File: config.mk
export PLATFORM = sky130hd
export DESIGN_NAME = fifo_read_packer
export DESIGN_NICKNAME = d
export VERILOG_FILES = /design/src/rtl/fifo_pack_pkg.sv /design/src/rtl/pack_output_reg.sv /design/src/rtl/fifo_read_packer.sv
export SDC_FILE = /design/constraint.sdc
export NUM_CORES = 1
export LEC_CHECK = 0
export CORE_ASPECT_RATIO = 0.7
export CORE_MARGIN = 2
export CORE_UTILIZATION = 42
export DETAILED_ROUTE_END_ITERATION = 6
export HOLD_SLACK_MARGIN = 0.03
export PLACE_DENSITY_LB_ADDON = 0.15
export SYNTH_ARGS = -nofsm -noshare
export SYNTH_HDL_FRONTEND = slang
export SYNTH_SLANG_ARGS = --single-unit
File: constraint.sdc
create_clock -name r_clk_in -period 4.4 [get_ports r_clk_in]
set_clock_uncertainty 0.05 [all_clocks]
set_input_delay 0.66 -clock r_clk_in [delete_from_list [all_inputs] [get_ports r_clk_in]]
set_output_delay 0.66 -clock r_clk_in [all_outputs]
set_load 0.05 [all_outputs]
File: src/rtl/fifo_pack_pkg.sv
// Shared types and helpers for the FIFO read-side word packer.
// Latency: n/a (types and a combinational helper only).
// Backpressure: n/a.
package fifo_pack_pkg;

  // Assembly side: collecting lanes, or holding a finished word for the output register.
  typedef enum logic {
    ASM_FILL,
    ASM_READY
  } asm_state_t;

  // Output register side of the valid/ready stream.
  typedef enum logic {
    OUT_IDLE,
    OUT_VALID
  } out_state_t;

  // Widest lane concatenation the helper handles (DATA_WIDTH*PACK_RATIO must fit).
  localparam int unsigned LANE_BITS_MAX = 512;

  // Keep the first count*lane_w bits of the lane concatenation and zero the
  // rest, so unused upper lanes of a partial word always read as 0.
  function automatic logic [LANE_BITS_MAX-1:0] lanes_to_bits(
    input logic [LANE_BITS_MAX-1:0] lanes,
    input int unsigned              count,
    input int unsigned              lane_w
  );
    logic [LANE_BITS_MAX-1:0] bits;
    bits = '0;
    for (int unsigned b = 0; b < LANE_BITS_MAX; b++) begin
      if (b < count * lane_w) begin
        bits[b] = lanes[b];
      end
    end
    return bits;
  endfunction

endpackage

File: src/rtl/pack_output_reg.sv
// Valid/ready output register holding one packed word and its lane count.
// Latency: load at an edge -> valid_o high the following cycle.
// Backpressure: accept_o low while a word is held and m_ready_i is low; data is held stable.
module pack_output_reg
  import fifo_pack_pkg::*;
#(
  parameter int DATA_W = 8,
  parameter int CNT_W  = 2
) (
  input  logic              clk_i,
  input  logic              rst_i,
  input  logic              load_i,
  input  logic [DATA_W-1:0] load_dat_i,
  input  logic [CNT_W-1:0]  load_cnt_i,
  input  logic              m_ready_i,
  output logic              accept_o,
  output logic              valid_o,
  output logic [DATA_W-1:0] dat_o,
  output logic [CNT_W-1:0]  cnt_o
);

  out_state_t        state_q;
  logic [DATA_W-1:0] dat_q;
  logic [CNT_W-1:0]  cnt_q;

  // Room for a new word when empty, or when the held word leaves this edge.
  assign accept_o = (state_q == OUT_IDLE) || m_ready_i;
  assign valid_o  = (state_q == OUT_VALID);
  assign dat_o    = dat_q;
  assign cnt_o    = cnt_q;

  // Output FSM: load takes priority; otherwise a handshake empties the register.
  always_ff @(posedge clk_i) begin
    if (rst_i) begin
      state_q <= OUT_IDLE;
      dat_q   <= '0;
      cnt_q   <= '0;
    end else if (load_i) begin
      state_q <= OUT_VALID;
      dat_q   <= load_dat_i;
      cnt_q   <= load_cnt_i;
    end else if ((state_q == OUT_VALID) && m_ready_i) begin
      state_q <= OUT_IDLE;
    end
  end

endmodule

File: src/rtl/fifo_read_packer.sv
// Pops FIFO words and packs PACK_RATIO of them (or fewer on flush) into one wide stream word.
// Latency: 1 cycle from the completing pop/flush edge to m_valid_out when the output register is free.
// Backpressure: a finished word waits in ASM_READY and pops stop until the output register accepts it.
module fifo_read_packer
  import fifo_pack_pkg::*;
#(
  parameter  int DATA_WIDTH = 4,
  parameter  int PACK_RATIO = 2,
  localparam int CNT_WIDTH  = $clog2(PACK_RATIO + 1)
) (
  input  logic                           r_clk_in,
  input  logic                           r_reset_in,
  input  logic                           fifo_empty_in,
  input  logic [DATA_WIDTH-1:0]          fifo_data_in,
  output logic                           fifo_request_out,
  input  logic                           flush_in,
  input  logic                           m_ready_in,
  output logic                           m_valid_out,
  output logic [DATA_WIDTH*PACK_RATIO-1:0] m_data_out,
  output logic [CNT_WIDTH-1:0]           m_count_out,
  output logic                           busy_out
);

  localparam int OUT_W = DATA_WIDTH * PACK_RATIO;
  localparam logic [CNT_WIDTH-1:0] FULL_CNT = CNT_WIDTH'(PACK_RATIO);

  asm_state_t                              asm_q;
  logic [PACK_RATIO-1:0][DATA_WIDTH-1:0]   lanes_q;
  logic [CNT_WIDTH-1:0]                    lane_cnt_q;
  logic                                    flush_pending_q;

  logic                                    pop;
  logic [PACK_RATIO-1:0][DATA_WIDTH-1:0]   lanes_d;
  logic [CNT_WIDTH-1:0]                    lane_cnt_d;
  logic                                    flush_eff;
  logic                                    complete;
  logic                                    load_req;
  logic                                    out_accept;
  logic                                    load;
  logic [OUT_W-1:0]                        load_dat;

  // Pop decision, lane write and completion detection for this edge.
  always_comb begin
    pop = !r_reset_in && !fifo_empty_in && (asm_q == ASM_FILL) && !flush_pending_q;

    lanes_d = lanes_q;
    for (int i = 0; i < PACK_RATIO; i++) begin
      if (pop && (lane_cnt_q == CNT_WIDTH'(i))) begin
        lanes_d[i] = fifo_data_in;
      end
    end
    lane_cnt_d = lane_cnt_q + CNT_WIDTH'(pop);

    // A flush only matters once at least one lane (including this edge's pop) is held.
    flush_eff = flush_pending_q || flush_in;
    complete  = (lane_cnt_d == FULL_CNT) || (flush_eff && (lane_cnt_d != '0));

    // In ASM_READY the word is already complete and simply waits for room.
    load_req = (asm_q == ASM_READY) || complete;
    load     = load_req && out_accept;

    load_dat = OUT_W'(lanes_to_bits(LANE_BITS_MAX'(lanes_d), 32'(lane_cnt_d), DATA_WIDTH));
  end

  assign fifo_request_out = pop;
  assign busy_out         = (lane_cnt_q != '0) || flush_pending_q;

  // Assembly FSM: transfer clears the lanes, otherwise accumulate and park a finished word.
  always_ff @(posedge r_clk_in) begin
    if (r_reset_in) begin
      asm_q           <= ASM_FILL;
      lanes_q         <= '0;
      lane_cnt_q      <= '0;
      flush_pending_q <= 1'b0;
    end else if (load) begin
      asm_q           <= ASM_FILL;
      lanes_q         <= '0;
      lane_cnt_q      <= '0;
      flush_pending_q <= 1'b0;
    end else begin
      lanes_q         <= lanes_d;
      lane_cnt_q      <= lane_cnt_d;
      flush_pending_q <= flush_eff && (lane_cnt_d != '0);
      if ((asm_q == ASM_FILL) && complete) begin
        asm_q <= ASM_READY;
      end
    end
  end

  pack_output_reg #(
    .DATA_W (OUT_W),
    .CNT_W  (CNT_WIDTH)
  ) u_out (
    .clk_i      (r_clk_in),
    .rst_i      (r_reset_in),
    .load_i     (load),
    .load_dat_i (load_dat),
    .load_cnt_i (lane_cnt_d),
    .m_ready_i  (m_ready_in),
    .accept_o   (out_accept),
    .valid_o    (m_valid_out),
    .dat_o      (m_data_out),
    .cnt_o      (m_count_out)
  );

endmodule
Word-level counts from Yosys, hierarchy flattened

Cells that the tools add are included.

Output and inout bits: 13
Bits in registers: 23
Word-level logic and storage cells: 55

Bitwise operators: 2
Add/subtract/negate cells: 1
Equality and inequality tests: 2
Magnitude comparators: 8
Reduce and logical (&&, ||, !) cells: 22
Muxes and demuxes: 12

Operators by type and width:

| kind                 | count |
|---|---|
| $lt A3 B4 Y1 const A | 4 |
| $mux W1              | 10 |
| $logic_and A1 B1 Y1  | 9 |
| $lt A1 B4 Y1 const A | 2 |
| $lt A2 B4 Y1 const A | 2 |
| $mux W4              | 2 |
| $reduce_bool A2 Y1   | 3 |
| $logic_or A1 B1 Y1   | 5 |
| $logic_not A1 Y1     | 3 |
| $add A2 B1 Y2        | 1 |
| $eq A2 B1 Y1 const B | 1 |
| $eq A2 B2 Y1 const B | 1 |
| $logic_not A2 Y1     | 1 |
| $not A1 Y1           | 2 |
| $reduce_or A2 Y1     | 1 |

Logic depth before layout (Yosys ltp)

Depth after elaboration: 11
Depth in mapped cells: 8
Depth with buffers taken out: 6

By module

A second synthesis with hierarchy kept.

Cells, all modules: 105
Area, all modules: 1,018.5 sq um

By module, submodules not included:

| module           | cells each | area an instance (sq um) | instances |
|---|---|---|---|
| fifo_read_packer | 69         | 629.4                    | 1 |
| pack_output_reg  | 36         | 389.1                    | 1 |

Worst setup path before layout

OpenSTA, ideal clock, no wires.

Kind: input-to-reg
Start: input r_reset_in
End: register lanes_q[4] (netlist bit)
Data required time: 4.286 ns
Slack: 1.076 ns
Stages: 8
Data arrival time: 3.210 ns
Cells stage by stage: buf_2 -> nor4_2 -> ha_1 -> or3b_4 -> o21a_4 -> a21o_1 -> buf_6 -> nor2_1

Word-level cells in the longest chain between the ends: 11

RTL lines:

| item                                | RTL line               | text |
|---|---|---|
| from (decl)                         | fifo_read_packer.sv:12 | `input logic r_reset_in,` |
| $logic_not A1 Y1 *                  | fifo_read_packer.sv:44 | `pop = !r_reset_in && !fifo_empty_in && (asm_q == ASM_FILL) && !flush_pending_q;` |
| $logic_and A1 B1 Y1 * (3 in a row)  | fifo_read_packer.sv:44 |  |
| named net fifo_request_out          | fifo_read_packer.sv:15 | `output logic fifo_request_out,` |
| $add A2 B1 Y2 *                     | fifo_read_packer.sv:52 | `lane_cnt_d = lane_cnt_q + CNT_WIDTH'(pop);` |
| named net lane_cnt_d[0]             | fifo_read_packer.sv:34 | `logic [CNT_WIDTH-1:0] lane_cnt_d;` |
| $reduce_bool A2 Y1                  | fifo_read_packer.sv:56 | `complete = (lane_cnt_d == FULL_CNT) \|\| (flush_eff && (lane_cnt_d != '0));` |
| $logic_and A1 B1 Y1                 | fifo_read_packer.sv:56 |  |
| $logic_or A1 B1 Y1 *                | fifo_read_packer.sv:56 |  |
| $logic_or A1 B1 Y1 *                | fifo_read_packer.sv:59 | `load_req = (asm_q == ASM_READY) \|\| complete;` |
| $logic_and A1 B1 Y1 *               | fifo_read_packer.sv:60 | `load = load_req && out_accept;` |
| $reduce_or A2 Y1 (no source line) * | -                      |  |
| to (signal assigned)                | fifo_read_packer.sv:81 | `lanes_q <= lanes_d;` |
| to (decl)                           | fifo_read_packer.sv:28 | `logic [PACK_RATIO-1:0][DATA_WIDTH-1:0] lanes_q;` |

Mark *: on every way through the listed nets, which the timed path passes. The rest lies on a longest branch.
A chain may end at the register's enable or synchronous reset.

Worst setup path after layout

Start: input r_reset_in
End: output fifo_request_out

Word-level cells in the longest chain between the ends: 4

RTL lines:

| item                             | RTL line |
|---|---|
| $logic_not A1 Y1                 | fifo_read_packer.sv:44 |
| $logic_and A1 B1 Y1 (3 in a row) | fifo_read_packer.sv:44 |
| to (decl)                        | fifo_read_packer.sv:15 |

Every way passes these cells.

==> reports/metrics.yaml <==
status: "finished clean"
setup_viol: 0
portBuffers: 21
cpMaxStageDelayCell: "clkdlybuf4s50_1"
holdCritStartpoint: "u_out.dat_o[1]"
initial_utilization: 0.459
vias: 666
fin_util: 0.590
netlist_instances: 81
avgSynthCellArea_um2: 10.8
period_minus_slack_ns: 3.28
cts_tree: "done"
yosysWarnings: 0
clock-root-buffer: "clkbuf_4"
drtPass1Iterations: 4
die_h_um: 42.2
r2r_slack_ns: 2.00
netlist_area_um2: 873
final_net_count: 115
synth_area_leaders: "dfxtp_1 53%, mux2i_1 9.2%, o2bb2ai_1 8.0%"
synthToLayoutAreaGrowth_pct: 28.5
place_congestion: 0.832
cp-start-kind: "input port"
grt_pass1_wl_um: 2930
coreArea_um2: 1900
power_uw: 524
grt_max_degree: 14
leakage_nw: 0.452
antenna_left: 0
tns_ns: 0
max_freq_mhz: 305
cts_resized: 0
yosysTopAreaCellShare: 0.527
clk_latency_ns: 0.30
grt.total_usage: 0.160
row_count: 13
hold_depth: 1
ys_async_sr_fraction: 0
crit_fanout: 8
max-cap-violations: 0
cp-end-kind: "output port"
ios: 22
drt-total-wl_um: 1770
ys_seq_elements: 23
hpwl_um: 1320
ctsLongestPathBuffers: 2
htreeDepth: 1
holdBufCountCts: 0
holdPathEnd: "u_out.dat_o[1]"
hold_violations: 0
vias_per_cell: 5.29
fin_cells: 126
path_class: "input port to output port"
cts_setup_buffers: 0
crit_buf_inv: 2
grt_pass1_vias: 624
clock_sinks: 23
slew_violations: 0
syn_nets: 91
antenna_found_initial: 0
clk_pin_slew_ns: 0.12
rsz0062_at_grt: "no"
cpMostUsedCell: "clkdlybuf4s50_1"
synth-edff-count: 0
slowest_delay_ns: 0.89
wl_per_cell_um: 14.0
grt_overflow_total: 0
rr_startpoint: "asm_q"
synth.most_common_cell: "dfxtp_1"
relSlewSlack: 0.667
cp_data_required_time_ns: 3.69
drc: 0
cts_buffers: 3
die_area_um2: 2470
power_density_nw_per_um2: 467
n_antenna_cell: 0
place_inst: 122
die_x_um: 58.5
r2r_end: "u_out.cnt_o[1]"
synth_ff_type: "dfxtp_1"
worstPathArrival_ns: 2.57
netlist-cell-type-count: 25
path_delay_family: "buffers and inverters"
layout-drive-gt1-share: 0.0865
min_period_over_period: 0.745
yosysSeqAreaShare: 0.527
tightest_slew_ns: 0.498
hold_path_class: "register to register"
synth_common_cells: "23 x dfxtp_1, 14 x nor2_1, 8 x mux2i_1, 8 x o2bb2ai_1, 4 x or3_1"
worstPathCellList: "clkdlybuf4s50_1 -> nor4_2 -> clkdlybuf4s50_1"
vdd_drop_max_uv: 282
dr.first_iter.drc_count: 12
netlist.top_cell.by_area: "dfxtp_1"
hold_slack_ns: 0.429
worstRegToRegCells: 6
==> cells by family (layout without fill, tap and decap cells) <==
kind of cell    count (synthesis)  in the layout  synth area share
buf+inv                         3             26            0.0229
mux                             8              8            0.0917
fa+ha+maj                       1              1            0.0143
simple gates                   27             27             0.162
compound gates                 17             17             0.162
xor+xnor                        2              2            0.0201
flops                          23             23             0.527
==> worst max path at each step <==
stage,start,endpoint,slack (ns),depth (start not counted)
after floorplan,r_reset_in,lanes_q[4],1.08,8
final,r_reset_in,fifo_request_out,1.12,3
after global routing,r_reset_in,fifo_request_out,1.02,3
after global placement,r_reset_in,fifo_request_out,1.16,3
after CTS,r_reset_in,fifo_request_out,1.14,3
after detailed placement,r_reset_in,fifo_request_out,1.14,3
==> state kept, by name, indices dropped and copies added, names as in the netlist <==
signal           count
u_out.valid_o        1
u_out.cnt_o          2
flush_pending_q      1
lane_cnt_q           2
asm_q                1
u_out.dat_o          8
lanes_q              8
==> layer usage <==
metal	routed length (µm)	up-vias	global-route usage
met4	15	0	0.0419
met3	102	2	0.0586
met5	0	-	0
met1	862	316	0.223
met2	790	16	0.231
li1	-	332	-
==> power breakdown <==
part	switching [mW]	internal [mW]	total [mW]	leakage [nW]
sequential	0.0135	0.228	0.242	0.186
combinational	0.118	0.0704	0.189	0.247
clock	0.0597	0.0339	0.0936	0.0177
total	0.191	0.332	0.524	0.452
==> per-stage QoR <==
step	cell area [µm²]	worst slack, ns
global placement	1090	1.16
global route	1120	1.02
floorplan	873	1.08
finish	1120	1.12
CTS	1120	1.14
detailed placement	1090	1.14
==> worst register-to-register path: stages (launching register included) <==
cell and delay, ns:
dfxtp_1 0.39, nor4_2 0.47, ha_1 0.30, or3b_4 0.42
o21a_4 0.22, a21o_1 0.28, o21ai_0 0.20
==> cell usage in the layout, fill, tap and decap left out <==
| cell type | instances |
|---|---|
| nor2_2 | 1 |
| o21ai_0 | 3 |
| a21oi_1 | 2 |
| o21a_4 | 1 |
| clkbuf_4 | 3 |
| xnor2_1 | 1 |
| mux2i_1 | 8 |
| clkinv_2 | 1 |
| a21oi_4 | 1 |
| a21o_1 | 1 |
| or3_1 | 4 |
| or3b_4 | 1 |
| ha_1 | 1 |
| nor4_2 | 1 |
| and2_1 | 1 |
| xor2_1 | 1 |
| inv_1 | 1 |
| clkdlybuf4s50_1 | 21 |
| nor2_1 | 14 |
| dfxtp_1 | 23 |
| nand3b_1 | 1 |
| o2bb2ai_1 | 8 |
| nand2b_1 | 1 |
| o21a_1 | 1 |
| nand2_1 | 2 |
| nor4_1 | 1 |
==> area by class of cell <==
class	instances	area, µm²
Fill cell	176	781
Sequential cell	23	460
Multi-Input combinational cell	55	393
Timing Repair Buffer	21	210
Tap cell	22	27.5
Clock buffer	3	22.5
Clock inverter	1	5.00
Inverter	1	3.75
(Power assumes the default switching activity.)
